### config.mk
export PLATFORM = sky130hd
export DESIGN_NAME = led_pwm_bank_flat
export DESIGN_NICKNAME = d
export VERILOG_FILES = /design/src/rtl/led_pwm_bank_if.sv /design/src/rtl/led_pwm_bank.sv /design/src/flat_wrapper.sv
export SDC_FILE = /design/constraint.sdc
export NUM_CORES = 1
export LEC_CHECK = 0
export ABC_AREA = 1
export BUFFER_PORTS_ARGS = -buffer_cell sky130_fd_sc_hd__buf_4
export CORE_ASPECT_RATIO = 0.8
export CORE_MARGIN = 2
export CORE_UTILIZATION = 35
export DETAILED_ROUTE_END_ITERATION = 16
export SLEW_MARGIN = 20
export SYNTH_ARGS = -nofsm -noshare
export SYNTH_HDL_FRONTEND = slang
export SYNTH_SLANG_ARGS = --single-unit
### constraint.sdc
create_clock -name CLK_48 -period 6.1 [get_ports CLK_48]
set_input_delay 1.22 -clock CLK_48 [delete_from_list [all_inputs] [get_ports CLK_48]]
set_output_delay 1.22 -clock CLK_48 [all_outputs]
set_load 0.03 [all_outputs]
### src/rtl/led_pwm_bank_if.sv
// rtl/led_pwm_bank_if.sv - configuration write port for led_pwm_bank
interface led_pwm_bank_if #(
  parameter int CHANNELS = 4,
  parameter int PWM_BITS = 8
);
  localparam int CW = (CHANNELS > 1) ? $clog2(CHANNELS) : 1;

  logic                cfg_valid;
  logic                cfg_ready;
  logic [CW-1:0]       cfg_chan;
  logic [1:0]          cfg_mode;
  logic [PWM_BITS-1:0] cfg_level;
  logic                cfg_err;

  modport master (
    output cfg_valid, cfg_chan, cfg_mode, cfg_level,
    input  cfg_ready, cfg_err
  );

  modport slave (
    input  cfg_valid, cfg_chan, cfg_mode, cfg_level,
    output cfg_ready, cfg_err
  );
endinterface

### src/rtl/led_pwm_bank.sv
// rtl/led_pwm_bank.sv - multi-channel LED PWM driver with off/on/blink/breathe modes
// Config writes land in a per-channel shadow and are committed only at the PWM period wrap.
module led_pwm_bank #(
  parameter int CHANNELS      = 4,
  parameter int PWM_BITS      = 8,
  parameter int PRESCALE      = 188,
  parameter int BLINK_PERIODS = 500,
  parameter bit ACTIVE_LOW    = 1'b1
) (
  input  logic                CLK_48,
  input  logic                RST_N,
  led_pwm_bank_if.slave       cfg,
  output logic                period_strobe,
  output logic [CHANNELS-1:0] LED
);
  localparam int PW = (PRESCALE > 1) ? $clog2(PRESCALE) : 1;
  localparam int BW = (BLINK_PERIODS > 1) ? $clog2(BLINK_PERIODS) : 1;
  localparam logic [PW-1:0] PRE_LAST   = PW'(PRESCALE - 1);
  localparam logic [BW-1:0] BLINK_LAST = BW'(BLINK_PERIODS - 1);

  typedef enum logic [1:0] {
    MODE_OFF     = 2'd0,
    MODE_ON      = 2'd1,
    MODE_BLINK   = 2'd2,
    MODE_BREATHE = 2'd3
  } mode_e;

  logic [PW-1:0]       pre_q, pre_d;
  logic [PWM_BITS-1:0] pwm_q, pwm_d;
  logic [BW-1:0]       bcnt_q, bcnt_d;
  logic                phase_q, phase_d;
  logic                strobe_q;
  logic                ready_q;
  logic                err_q, err_d;
  logic [CHANNELS-1:0] led_q, led_d;
  logic [CHANNELS-1:0] pending_q, pending_d;
  logic [CHANNELS-1:0] dir_q, dir_d;

  mode_e               act_mode_q  [CHANNELS];
  mode_e               act_mode_d  [CHANNELS];
  mode_e               sh_mode_q   [CHANNELS];
  mode_e               sh_mode_d   [CHANNELS];
  logic [PWM_BITS-1:0] act_level_q [CHANNELS];
  logic [PWM_BITS-1:0] act_level_d [CHANNELS];
  logic [PWM_BITS-1:0] sh_level_q  [CHANNELS];
  logic [PWM_BITS-1:0] sh_level_d  [CHANNELS];
  logic [PWM_BITS-1:0] ramp_q      [CHANNELS];
  logic [PWM_BITS-1:0] ramp_d      [CHANNELS];

  logic tick, wrap, accept, chan_ok;

  function automatic logic [PWM_BITS-1:0] duty_of(input mode_e mode,
                                                   input logic [PWM_BITS-1:0] level,
                                                   input logic [PWM_BITS-1:0] ramp,
                                                   input logic phase);
    case (mode)
      MODE_ON:      return level;
      MODE_BLINK:   return phase ? level : '0;
      MODE_BREATHE: return ramp;
      default:      return '0;
    endcase
  endfunction

  always_comb begin
    tick    = (pre_q == PRE_LAST);
    wrap    = tick && (&pwm_q);
    accept  = cfg.cfg_valid && ready_q;
    chan_ok = (32'(cfg.cfg_chan) < 32'(CHANNELS));
    err_d   = accept && !chan_ok;

    pre_d   = tick ? '0 : pre_q + 1'b1;
    pwm_d   = tick ? pwm_q + 1'b1 : pwm_q;
    bcnt_d  = bcnt_q;
    phase_d = phase_q;
    if (wrap) begin
      if (bcnt_q == BLINK_LAST) begin
        bcnt_d  = '0;
        phase_d = ~phase_q;
      end else begin
        bcnt_d = bcnt_q + 1'b1;
      end
    end

    pending_d = pending_q;
    dir_d     = dir_q;
    led_d     = led_q;
    for (int i = 0; i < CHANNELS; i++) begin
      act_mode_d[i]  = act_mode_q[i];
      act_level_d[i] = act_level_q[i];
      sh_mode_d[i]   = sh_mode_q[i];
      sh_level_d[i]  = sh_level_q[i];
      ramp_d[i]      = ramp_q[i];

      if (wrap) begin
        // Ramp steps on the level that was live during the period just ending.
        if (act_mode_q[i] == MODE_BREATHE) begin
          if (ramp_q[i] > act_level_q[i]) begin
            ramp_d[i] = act_level_q[i];
            dir_d[i]  = 1'b1;
          end else if (!dir_q[i]) begin
            if (ramp_q[i] < act_level_q[i]) begin
              ramp_d[i] = ramp_q[i] + 1'b1;
            end else begin
              dir_d[i] = 1'b1;
              if (ramp_q[i] != '0) ramp_d[i] = ramp_q[i] - 1'b1;
            end
          end else begin
            if (ramp_q[i] != '0) begin
              ramp_d[i] = ramp_q[i] - 1'b1;
            end else begin
              dir_d[i] = 1'b0;
              if (act_level_q[i] != '0) ramp_d[i] = ramp_q[i] + 1'b1;
            end
          end
        end
        if (pending_q[i]) begin
          act_mode_d[i]  = sh_mode_q[i];
          act_level_d[i] = sh_level_q[i];
          pending_d[i]   = 1'b0;
          if (sh_mode_q[i] != act_mode_q[i]) begin
            ramp_d[i] = '0;
            dir_d[i]  = 1'b0;
          end
        end
      end

      // A write in the wrap cycle overrides the pending clear and waits for the next wrap.
      if (accept && chan_ok && (32'(cfg.cfg_chan) == 32'(i))) begin
        sh_mode_d[i]  = mode_e'(cfg.cfg_mode);
        sh_level_d[i] = cfg.cfg_level;
        pending_d[i]  = 1'b1;
      end

      led_d[i] = (pwm_q < duty_of(act_mode_q[i], act_level_q[i], ramp_q[i], phase_q)) ^ ACTIVE_LOW;
    end
  end

  always_ff @(posedge CLK_48 or negedge RST_N) begin
    if (!RST_N) begin
      pre_q     <= '0;
      pwm_q     <= '0;
      bcnt_q    <= '0;
      phase_q   <= 1'b0;
      strobe_q  <= 1'b0;
      ready_q   <= 1'b0;
      err_q     <= 1'b0;
      led_q     <= {CHANNELS{ACTIVE_LOW}};
      pending_q <= '0;
      dir_q     <= '0;
      for (int i = 0; i < CHANNELS; i++) begin
        act_mode_q[i]  <= MODE_OFF;
        sh_mode_q[i]   <= MODE_OFF;
        act_level_q[i] <= '0;
        sh_level_q[i]  <= '0;
        ramp_q[i]      <= '0;
      end
    end else begin
      pre_q       <= pre_d;
      pwm_q       <= pwm_d;
      bcnt_q      <= bcnt_d;
      phase_q     <= phase_d;
      strobe_q    <= wrap;
      ready_q     <= 1'b1;
      err_q       <= err_d;
      led_q       <= led_d;
      pending_q   <= pending_d;
      dir_q       <= dir_d;
      act_mode_q  <= act_mode_d;
      sh_mode_q   <= sh_mode_d;
      act_level_q <= act_level_d;
      sh_level_q  <= sh_level_d;
      ramp_q      <= ramp_d;
    end
  end

  assign cfg.cfg_ready = ready_q;
  assign cfg.cfg_err   = err_q;
  assign period_strobe = strobe_q;
  assign LED           = led_q;
endmodule

### src/flat_wrapper.sv
// flat-port wrapper written by rule: the top's interface ports become plain ports
module led_pwm_bank_flat 
#(
  parameter int CHANNELS      = 4,
  parameter int PWM_BITS      = 8,
  parameter int PRESCALE      = 188,
  parameter int BLINK_PERIODS = 500,
  parameter bit ACTIVE_LOW    = 1'b1
)
  (CLK_48, RST_N, period_strobe, LED, cfg_cfg_valid, cfg_cfg_chan, cfg_cfg_mode, cfg_cfg_level, cfg_cfg_ready, cfg_cfg_err);
  led_pwm_bank_if #(.CHANNELS(CHANNELS), .PWM_BITS(PWM_BITS)) cfg_i ();
  input  logic CLK_48;
  input  logic RST_N;
  output logic period_strobe;
  output logic [CHANNELS-1:0] LED;
  input wire logic [$bits(cfg_i.cfg_valid)-1:0] cfg_cfg_valid;
  input wire logic [$bits(cfg_i.cfg_chan)-1:0] cfg_cfg_chan;
  input wire logic [$bits(cfg_i.cfg_mode)-1:0] cfg_cfg_mode;
  input wire logic [$bits(cfg_i.cfg_level)-1:0] cfg_cfg_level;
  output wire logic [$bits(cfg_i.cfg_ready)-1:0] cfg_cfg_ready;
  output wire logic [$bits(cfg_i.cfg_err)-1:0] cfg_cfg_err;
  assign cfg_i.cfg_valid = cfg_cfg_valid;
  assign cfg_i.cfg_chan = cfg_cfg_chan;
  assign cfg_i.cfg_mode = cfg_cfg_mode;
  assign cfg_i.cfg_level = cfg_cfg_level;
  assign cfg_cfg_ready = cfg_i.cfg_ready;
  assign cfg_cfg_err = cfg_i.cfg_err;
  led_pwm_bank #(.CHANNELS(CHANNELS), .PWM_BITS(PWM_BITS), .PRESCALE(PRESCALE), .BLINK_PERIODS(BLINK_PERIODS), .ACTIVE_LOW(ACTIVE_LOW)) u_core (.CLK_48(CLK_48), .RST_N(RST_N), .cfg(cfg_i), .period_strobe(period_strobe), .LED(LED));
endmodule
* Yosys cells after proc, flatten, opt, wreduce, memory -nomap -nowiden
Cells that the tools add are included.
** Operators by class
- Reduce and logical (&&, ||, !) cells :: 25
- Multiplexer cells :: 79
- Equal/unequal tests :: 21
- $mul :: 0
- Bitwise gates (word level) :: 5
- $add $sub $neg :: 11
- Shifts and indexed selects :: 0
- Div/mod/pow operators :: 0
- Order comparisons :: 12
** Operators with widths (count)
- 8-bit two-way mux :: 41
- 8-bit one-hot mux with 3 select lines :: 4
- 8-bit < comparator :: 8
- 8-bit nonzero test :: 8
- 8-bit by 1-bit adder with 8-bit output (second input constant) :: 6
- 1-bit two-way mux :: 33
- 8-bit > comparator :: 4
- 8-bit by 1-bit subtractor with 8-bit output (second input constant) :: 4
- 2-bit == test (second input constant) :: 10
- 2-bit by 1-bit == test with 1-bit output (second input constant) :: 5
- 2-bit AND reduction :: 5
- 9-bit by 1-bit adder with 9-bit output (second input constant) :: 1
- 9-bit == test (second input constant) :: 1
- 9-bit two-way mux :: 1
- 8-bit == test (second input constant) :: 1
- 2-bit inequality test :: 4
- 8-bit AND reduction :: 1
- 2-bit nonzero test :: 4
- 1-bit logical AND :: 6
- 1-bit inverter :: 5
- 2-bit zero test :: 1
** Word-level totals
- Word-level logic and storage cells :: 185
- Memories kept :: 0
- Bits in read-only memories :: 0
- Flip-flop bits (word level) :: 152
- RAM bits :: 0
- Latch bits :: 0
- Bits of input ports :: 15
- Output and inout port bits :: 7

* Depth between registers and ports, before layout
- Word-level depth :: 8
- Mapped depth :: 17
- Mapped depth without buffers :: 16

* Least setup slack after synthesis
OpenSTA, ideal clock, no wires.
- Kind :: register -> register
- From :: register u_core.ramp_q[5] (netlist name)
- To :: register u_core.ramp_q[0] (netlist name)
- Arrival time :: 1.818 ns
- Path slack :: 4.166 ns
- Path buffers :: 1
- Required time :: 5.984 ns
- Period minus slack after synthesis :: 1.934 ns
- Cell stages (with the launch flop) :: 12
- Library setup time :: 0.116 ns
- Path through :: dfrtp_1 > ha_1 > a21oi_1 > o21a_1 > nand2_1 > nand2_1 > clkbuf_1 > o21ai_0 > inv_1 > nand2_1 > nand2_1 > nand2_1
** On the way
- Longest elaborated chain between the ends :: 8
- Elaborated cells between the ends (all ways) :: 11
- Those cells by class :: 2 x order compare; 8 x mux; 1 x reduce/logical
** RTL lines
- from (decl) :: line led_pwm_bank.sv:47 : logic [PWM_BITS-1:0] ramp_q [CHANNELS];
- from (signal assigned) :: line led_pwm_bank.sv:172 : ramp_q <= ramp_d;
- branches (longest 4 deep; another with 8-bit < comparator)
- 8-bit two-way mux (*) :: line led_pwm_bank.sv:97 : if (ramp_q[i] > act_level_q[i]) begin
- 8-bit two-way mux (*) :: line led_pwm_bank.sv:96 : if (act_mode_q[i] == MODE_BREATHE) begin
- 8-bit two-way mux :: line led_pwm_bank.sv:120 : if (sh_mode_q[i] != act_mode_q[i]) begin
- 8-bit two-way mux (*) :: line led_pwm_bank.sv:116 : if (pending_q[i]) begin
Mark *: on every way between the ends.
A chain may end at the register's enable or synchronous reset.

* Worst setup path in the final report
- From :: register u_core.pwm_q[1]
- To :: register u_core.bcnt_q[6]
** On the way
- Longest elaborated chain between the ends :: 2
** RTL lines
- from (decl) :: line led_pwm_bank.sv:29 : logic [PWM_BITS-1:0] pwm_q, pwm_d;
- from (signal assigned) :: line led_pwm_bank.sv:159 : pwm_q <= pwm_d;
- 8-bit AND reduction :: line led_pwm_bank.sv:66 : wrap = tick && (&pwm_q);
- 1-bit logical AND :: line led_pwm_bank.sv:66
- to (signal assigned) :: line led_pwm_bank.sv:160 : bcnt_q <= bcnt_d;
- to (decl) :: line led_pwm_bank.sv:30 : logic [BW-1:0] bcnt_q, bcnt_d;
Every way passes these cells.

==> flow_metrics.py <==
metrics = {
    "timing": {
        "hold_viol": 0,
        "fin_ws_ns": 3.27,
        "max_freq_mhz": 353,
        "relSlewSlack_pct": 37.9,
        "setup_viol": 0,
        "drv_slew": 0,
        "finClkSkew_ns": 0.00905,
        "rsz0062_at_grt": "no",
        "layout_min_cycle_time_ns": 2.83,
        "fin_setup_tns_ns": 0,
        "fin_crit_sh_pct": 46.4,
        "worst_pin_slew_ns": 0.932,
        "hold-worst-slack_ns": 0.469,
    },
    "clock_network": {
        "htree_levels": 4,
        "cts.sinks": 152,
        "clock-root-buffer": "clkbuf_16",
        "cts_tree": "built",
        "clk_latency_ns": 0.44,
        "clockBufferDepth": 2,
        "clk_pin_slew_ns": 0.06,
        "cts_hold_buf": 0,
        "cts_setup_buffers": 0,
        "cts_made_buffers": 17,
        "cts_resized": 0,
    },
    "yosys": {
        "synthArstFlopShare_pct": 100,
        "synth-seq-cells": 152,
        "synthDominantCellAreaShare_pct": 33.3,
        "synth_area_leaders": "dfrtp_1 (33%), nand2_1 (18%), ha_1 (8.4%), o21ai_0 (6.0%), inv_1 (5.9%)",
        "synth_nets": 1661,
        "synth_most_common_cell": "nand2_1",
        "synthTopCellsByCount": "nand2_1 (536), inv_1 (174), dfrtp_1 (148)",
        "postSynthCellCount": 1571,
        "synth_top_flop_cell": "dfrtp_1",
        "netlist_area_sq_um": 11100,
        "synth_area_leader_cell": "dfrtp_1",
        "yosysSeqAreaShare_pct": 34.2,
        "syn_avg_cell_area_sq_um": 7.08,
        "synth_edf_count": 0,
        "synth.distinct_cells": 46,
        "yosys_warnings": 0,
    },
    "setup_path": {
        "rr_worst_depth": 6,
        "crit_slowest_cell": "nor4_4",
        "r2r_setup_slack_ns": 3.27,
        "worst-path-buf-inv": 2,
        "end_kind": "register",
        "critPathLaunch": "u_core.pwm_q[1]",
        "critPathKind": "reg2reg",
        "r2r_end": "u_core.bcnt_q[6]",
        "path_cells": "ha_1 > nand3_2 > nor4_4 > buf_4 > inv_2 > o31ai_1",
        "reg2reg_from": "u_core.pwm_q[1]",
        "required_ns": 6.43,
        "worstSetupStartpointType": "register",
        "cp.arrival_ns": 3.16,
        "crit_path_max_fanout": 34,
        "max_stage_delay_ns": 0.62,
        "cpLargestDelayFamily": "simple AND/OR/NAND/NOR gates",
    },
    "min_path": {
        "hp-class": "reg2reg",
        "hold_start": "u_core.pre_q[0]",
        "hold_depth": 1,
        "hold_path_end": "u_core.pre_q[0]",
    },
    "floorplanning": {
        "core_area_sq_um": 31400,
        "die_area_sq_um": 33200,
        "die_y_um": 163,
        "start_util_pct": 35.5,
        "ioPinCount": 22,
        "rows": 58,
        "die_w_um": 203,
    },
    "outcome": {
        "status": "completed",
    },
    "final_layout": {
        "fillers": 3260,
        "stdcell_area_sq_um": 12200,
        "seq_area_sq_um": 3810,
        "area_delta_synth_final_pct": 9.91,
        "antenna_cells": 0,
        "drive_above_1_share_pct": 6.59,
        "multiInputGateArea_sq_um": 6440,
        "final_net_count": 1657,
    },
    "power_and_ir_drop": {
        "irDropWorstVdd_mv": 0.220,
        "power_w": 0.00229,
        "powerDensity_nw_per_um2": 187,
        "total_leakage_power_nw": 6.41,
    },
    "drt": {
        "viasPerCell": 5.11,
        "wl_per_cell_um": 14.8,
        "vias": 10200,
        "drc": 0,
        "antenna_left": 0,
        "drt-initial-drc-count": 869,
        "drt_first_pass_iters": 5,
        "routed_wl_um": 29500,
    },
    "global_route": {
        "grt_util_all_layers_pct": 18.4,
        "grt_antenna_before_repair": 0,
        "grt_pass1_wl_um": 49200,
        "grt_start_max_net_pins": 101,
        "grt_overflow_total": 0,
        "grt_pass1_vias": 9432,
    },
    "placed_design": {
        "dpl_cell_area_sq_um": 11600,
        "pre_cts_ws_ns": 3.22,
        "dpl.hpwl_um": 21500,
        "gp_congestion": 0.906,
        "io_buffers": 20,
    },
    "flow_run": {
        "drv_cap": 0,
    },
}
[metal layers]
layer	vias up	wire length (um)	global-route usage, %
met2	295	12200	27.1
li1	5112	-	-
met3	25	1770	3.39
met4	0	292	3.62
met1	4784	15300	27.9
met5	-	0	0
[metrics by stage]
step / utilization (%) / instances
after floorplan: - / 1571
after global placement: 37.1 / 1968
after detailed placement: 37.1 / 1968
after CTS: 39.0 / 1999
after global routing: 39.0 / 1999
final: 39.0 / 1999
[sequential cells by signal (all words and copies together) (netlist names)]
signal / count
u_core.LED: 4
u_core.act_level_q: 32
u_core.act_mode_q: 8
u_core.bcnt_q: 9
u_core.cfg.cfg_ready: 1
u_core.dir_q: 4
u_core.pending_q: 4
u_core.period_strobe: 1
u_core.phase_q: 1
u_core.pre_q: 8
u_core.pwm_q: 8
u_core.ramp_q: 32
u_core.sh_level_q: 32
u_core.sh_mode_q: 8
[worst max path at each step]
stage                                  end  slack, ns  cells after the start
after floorplan           u_core.ramp_q[0]       4.17                     11
after global placement    u_core.bcnt_q[6]       3.27                      6
after detailed placement  u_core.bcnt_q[6]       3.22                      6
after CTS                 u_core.bcnt_q[6]       3.20                      6
after global routing      u_core.bcnt_q[6]       2.99                      6
final                     u_core.bcnt_q[6]       3.27                      6
[power by group]
part	internal [W]	total, W	switching (W)
combinational	0.0000364	0.0000998	0.0000634
clock	0.000646	0.00110	0.000453
sequential	0.00106	0.00109	0.0000316
[cell type report]
type | count | share of cell area [%]
clock buffer | 18 | 3.51
sequential | 152 | 31.1
timing repair buffer | 22 | 1.38
clock inverter | 13 | 1.39
multi-input combinational | 1191 | 52.7
inverter | 183 | 5.62
tap | 420 | 4.30
[placed cells by master (no fill, tap or decap), drive strengths merged, types with 2 or more instances in the layout]
cell type and n:
a211oi 5, a21oi 56, a31oi 4, buf 22, bufinv 3, clkbuf 18
clkinv 6, clkinvlp 3, conb 2, dfrtp 148, dfstp 4, ha 75
inv 184, mux2 39, nand2 539, nand3 123, nand3b 3, nand4 28
nor2 83, nor3 7, nor4 3, o211ai 2, o21a 3, o21ai 135
o21bai 6, o22ai 28, or2 4, xnor2 19, xor2 22
[logic make-up after synthesis]
family / Yosys count / share of synthesized area [%]
DFF: 152 / 34.2
other: 2 / 0.0675
and+or+nand+nor: 793 / 30.3
adders and majority gates: 75 / 8.43
buffers and inverters: 228 / 7.89
AOI/OAI and AO/OA: 241 / 11.6
xor gates and xnor gates: 41 / 3.23
muxes: 39 / 4.25
(Power assumes the default switching activity.)
